<file path="config.mk">
export PLATFORM = sky130hd
export DESIGN_NAME = alu_issue_stage
export DESIGN_NICKNAME = d
export VERILOG_FILES = /design/src/rtl/alu_issue_stage.sv
export SDC_FILE = /design/constraint.sdc
export NUM_CORES = 1
export LEC_CHECK = 0
export BUFFER_PORTS_ARGS = -buffer_cell sky130_fd_sc_hd__buf_2
export CAP_MARGIN = 20
export CORE_AREA = 2 2 110 112
export CTS_CLUSTER_SIZE = 20
export DETAILED_ROUTE_END_ITERATION = 16
export DIE_AREA = 0 0 112 114
export PLACE_DENSITY_LB_ADDON = 0.25
export SYNTH_ARGS = -nofsm -noshare
export SYNTH_HDL_FRONTEND = slang
export SYNTH_SLANG_ARGS = --single-unit
</file>
<file path="constraint.sdc">
create_clock -name CLK -period 1.95 [get_ports CLK]
set_clock_uncertainty 0.2 [all_clocks]
set_input_delay 0.0975 -clock CLK [delete_from_list [all_inputs] [get_ports CLK]]
set_output_delay 0.0975 -clock CLK [all_outputs]
set_load 0.01 [all_outputs]
</file>
<file path="src/rtl/alu_issue_stage.sv">
// Operand-issue stage feeding the 8-bit ALU.
// Owns the register file, the issue register and the retire counter.
module alu_issue_stage #(
    parameter int NREG  = 8,
    parameter int CNT_W = 16,
    localparam int AW   = $clog2(NREG)
) (
    input  logic             CLK,
    input  logic             RST_N,
    input  logic             IN_VALID,
    output logic             IN_READY,
    input  logic [3:0]       IN_OP,
    input  logic [AW-1:0]    IN_RD,
    input  logic [AW-1:0]    IN_RS,
    input  logic [7:0]       IN_IMM,
    input  logic             IN_USE_IMM,
    input  logic             HOLD,
    output logic [3:0]       ALU_OP,
    output logic [7:0]       ALU_A,
    output logic [7:0]       ALU_B,
    input  logic [7:0]       ALU_RESULT,
    input  logic [AW-1:0]    DBG_ADDR,
    output logic [7:0]       DBG_DATA,
    output logic [CNT_W-1:0] RETIRE_CNT
);

    logic [7:0]    regs [NREG];
    logic          s1_v;
    logic [3:0]    s1_op;
    logic [AW-1:0] s1_rd;
    logic [7:0]    s1_a;
    logic [7:0]    s1_b;

    logic          writing;
    logic          retire;
    logic          wb;
    logic          accept;
    logic [7:0]    rd_val;
    logic [7:0]    rs_val;

    // Retire/writeback qualifiers and forwarded operand reads
    always_comb begin
        writing = (s1_op >= 4'd3) && (s1_op <= 4'd7);
        retire  = s1_v && !HOLD;
        wb      = retire && writing;
        accept  = IN_VALID && !HOLD;
        rd_val  = regs[IN_RD];
        rs_val  = regs[IN_RS];
        if (wb && (IN_RD == s1_rd)) rd_val = ALU_RESULT;
        if (wb && (IN_RS == s1_rd)) rs_val = ALU_RESULT;
    end

    // ALU drive is forced to zero whenever the issue slot is empty
    always_comb begin
        IN_READY = !HOLD;
        ALU_OP   = s1_v ? s1_op : 4'd0;
        ALU_A    = s1_v ? s1_a : 8'd0;
        ALU_B    = s1_v ? s1_b : 8'd0;
        DBG_DATA = regs[DBG_ADDR];
    end

    // Issue register: load on accept, bubble when idle, freeze on HOLD
    always_ff @(posedge CLK or negedge RST_N) begin
        if (!RST_N) begin
            s1_v  <= 1'b0;
            s1_op <= '0;
            s1_rd <= '0;
            s1_a  <= '0;
            s1_b  <= '0;
        end else if (!HOLD) begin
            s1_v <= IN_VALID;
            if (accept) begin
                s1_op <= IN_OP;
                s1_rd <= IN_RD;
                s1_a  <= rd_val;
                s1_b  <= IN_USE_IMM ? IN_IMM : rs_val;
            end
        end
    end

    // Register file writeback of the retiring instruction
    always_ff @(posedge CLK or negedge RST_N) begin
        if (!RST_N) begin
            for (int i = 0; i < NREG; i++) regs[i] <= '0;
        end else if (wb) begin
            regs[s1_rd] <= ALU_RESULT;
        end
    end

    // Retire counter, wraps naturally at its width
    always_ff @(posedge CLK or negedge RST_N) begin
        if (!RST_N) RETIRE_CNT <= '0;
        else if (retire) RETIRE_CNT <= RETIRE_CNT + 1'b1;
    end

endmodule

</file>
==> metrics.md <==
| Metric | Value |
|---|---|
| Crit. End Element | flip-flop |
| GPL Wtd Cong | 0.851 |
| R2r setup slk | -0.04 ns |
| DR vias | 4709 |
| Die Ht | 114 um |
| DR top layer | met4 |
| Synthesis Warnings | 0 |
| Full die area | 12800 um^2 |
| Final setup fails | 13 |
| Number of global-route vias before repair | 4811 |
| Fin. max-slew vios | 0 |
| Hold Crit Class | in2reg |
| Num ports | 79 |
| Vias per cell | 6.00 |
| Layout Cells excl Fill | 785 |
| Ys flop type | dfrtp_1 |
| LEAKAGE | approximately 3.7 nW |
| Initial Util | 51.8% |
| Maxcap violations | 0 |
| CP Data Required Time | 2.00 ns |
| Top cell family by delay on the critical path | simple AND/OR/NAND/NOR gates |
| DRT met1 WL | 7080 um |
| Final hold vios | 0 |
| Seq. cell area | 2610 um^2 |
| Synthesized area per cell | 12.5 um^2 |
| Failing checks | setup timing |
| Crit-path slowest cell | dfrtp_1 |
| WL/cell | 21.1 um |
| RSZ-0062 raised after global routing | true |
| CTS Buf Count | 9 |
| Placed instance area | slightly below 7000 um^2 |
| Startpoint Class | flip-flop |
| Hpwl dp | 10900 um |
| DRT Pass-1 Iters | 6 |
| Clk sink count | between 100 and 150 |
| Buffer levels on the longest clock path | 2 |
| Final period util | 102% |
| PwrDens | 949 nW/um^2 |
| GRT Util Overall | around a quarter |
| CTS tree | built |
| DRC | 0 |
| Setup Total Neg Slack | -0.192 ns |
| Final worst slack | -0.0352 ns |
| Placement Rows | 40 |
| FF+latch count, synth | 104 |
| Initial DRC Count | 394 |
| Maximum VDD drop | ~0.96 mV |
| # fillers | 815 |
| Synth async-reset ratio | 100% |
| CORE AREA | 11700 um^2 |
| Horiz. Die Dim | 112 um |
| Synth cell types | 42 |
| Cell Chain, Critical Path | nor3b_4 > nand2_4 > buf_12 > nor3_4 > buf_12 > mux2_2 |
| ANT cells | 0 |
| Outcome | complete, but fails checks |
| Mapped Cells | 484 |
| Post-layout min period | ~2.0 ns |
| CP dominant cell by count | buf_12 |
| Buf+Inv Stages, Crit Path | 2 |
| Max FO, Critical Path | 8 |
| Total power | between 7 and 8 mW |
| Root Buffer | clkbuf_16 |
| Fmax | 0.504 GHz |
| Met2 wire len | 7760 um |
| Post-synth net total | 519 |
| Clock Latency Late Sink | 0.36 ns |
| Post-route cell area | 7920 um^2 |
| Worst slack, placed | -0.0594 ns |
| Share of layout cells above drive strength 1 | 49.2% |
| Met3 WL | 1150 um |
| Multi-input gate area | between 3000 and 4000 um^2 |
| First-pass GRT wire length | 25800 um |
| Gr ovfl total | 0 |
| Port Buffers | 78 |
| Cells after DPL | 709 |
| Largest net degree at the start of global routing | 45 |
| Critical path class | reg2reg |
| Sequential share of the synthesized area | 42.9% |
| Worst hold slack | 0.0166 ns |
| ANT nets after route | 0 |
| H-tree depth | 3 |
| Slew @ Worst Pin | 0.623 ns |
| Rel. slew slack | slightly below 60% |
| Synth Cell Area | 6060 um^2 |
| Initial antenna violation count | 0 |
| Final Util | 67.7% |
| Routed WL | 16500 um |
| Critical path arrival | 2.04 ns |
| Worst-path clk slew | 0.07 ns |
| Area delta synth->final | 30.7% |
| Number of flops mapped to enable cells by yosys | 0 |
| Nets | 668 |
| Crit path largest cell delay | 0.41 ns |
layout make-up:
cell class	instances	area share, %
Clock buffer	9	2.84
Clock inverter	7	1.28
Inverter	6	0.284
Multi-Input combinational cell	336	43.1
Sequential cell	104	32.9
Tap cell	147	2.32
Timing Repair Buffer	176	17.3
worst register-to-register path: stages, from the launching register on:
cell and delay, ns:
dfrtp_1 0.41, nor3b_4 0.27, nand2_4 0.14, buf_12 0.15, nor3_4 0.20, buf_12 0.18, mux2_2 0.34
routing by layer:
metal | up-vias | track usage [%]
met2 | 211 | 42.7
met5 | - | 0
met3 | 41 | 6.16
met4 | 0 | 11.8
li1 | 2099 | -
met1 | 2358 | 34.9
power breakdown:
group / switching, mW / total, mW / internal, mW
logic: 0.936 / 2.42 / 1.48
clock network: 0.883 / 2.02 / 1.14
registers: 0.466 / 3.08 / 2.61
what timing repair did:
item / 4_1_cts / 5_1_grt
resized for setup: 8 / 44
buffers inserted: 24 / 11
setup endpoints to repair: 24 / 74
hold endpoints to repair: 183 / 0
hold buffers: 25 / 0
placed cells by master, fill, tap and decap left out, types with 3 or more instances in the layout:
| master | count |
|---|---|
| o21ai_0 | 14 |
| and2_1 | 20 |
| o221ai_1 | 4 |
| mux2_4 | 31 |
| clkbuf_16 | 9 |
| a21oi_1 | 12 |
| nor3_1 | 5 |
| xnor2_1 | 15 |
| inv_1 | 6 |
| o22ai_1 | 3 |
| nand2_1 | 55 |
| buf_6 | 12 |
| buf_2 | 69 |
| buf_12 | 9 |
| nand3_1 | 6 |
| a41oi_1 | 3 |
| o31ai_1 | 12 |
| nand4_1 | 6 |
| mux4_2 | 45 |
| xor2_1 | 6 |
| mux2_2 | 54 |
| dfrtp_1 | 101 |
| a22oi_1 | 3 |
| mux2i_1 | 6 |
| dlygate4sd3_1 | 25 |
| dfrtp_2 | 3 |
| nor2_1 | 11 |
| buf_4 | 61 |
flip-flops by register name (all words and copies together), names as in the netlist:
name        cells
s1_b            8
s1_rd           3
s1_v            1
s1_op           4
s1_a            8
RETIRE_CNT     16
regs           64
cell families after synthesis:
kind of cell / after synthesis / synth area share (%)
flops: 104 / 42.9
buf+inv: 44 / 3.18
fa+ha+maj: 1 / 0.206
mux: 136 / 33.5
compound gates: 53 / 5.57
xor+xnor: 22 / 3.18
simple gates: 124 / 11.4
synthesized netlist by cell type (2+ instances only):
| cell type | n | share of area (%) |
|---|---|---|
| a21oi_1 | 12 | 0.99 |
| a22oi_1 | 3 | 0.37 |
| a41oi_1 | 3 | 0.43 |
| and2_1 | 21 | 2.2 |
| and4_1 | 2 | 0.29 |
| buf_1 | 12 | 0.74 |
| buf_2 | 10 | 0.83 |
| buf_4 | 2 | 0.25 |
| clkbuf_1 | 13 | 0.81 |
| dfrtp_1 | 104 | 43 |
| inv_1 | 6 | 0.37 |
| mux2_2 | 85 | 16 |
| mux2i_1 | 6 | 0.99 |
| mux4_2 | 45 | 17 |
| nand2_1 | 55 | 3.4 |
| nand3_1 | 6 | 0.50 |
| nand4_1 | 6 | 0.62 |
| nand4b_1 | 2 | 0.29 |
| nor2_1 | 11 | 0.68 |
| nor2b_1 | 3 | 0.31 |
| nor3_1 | 6 | 0.50 |
| nor4b_4 | 2 | 0.78 |
| o21ai_0 | 14 | 1.2 |
| o221ai_1 | 4 | 0.58 |
| o22ai_1 | 3 | 0.31 |
| o31ai_1 | 12 | 1.5 |
| xnor2_1 | 16 | 2.3 |
| xor2_1 | 6 | 0.87 |
final timing paths:
path / startpoint / end / depth (start not counted)
setup / recovery: s1_op[3] / regs[18] / 6
hold / removal: IN_IMM[1] / s1_b[1] / 5
setup reg to reg: s1_op[3] / regs[18] / 6
hold reg to reg: RETIRE_CNT[15] / RETIRE_CNT[15] / 1
max in group asynchronous: RST_N / regs[9] / 3
min in group asynchronous: RST_N / s1_op[1] / 2
No activity file was read; power rests on OpenSTA's default activity.
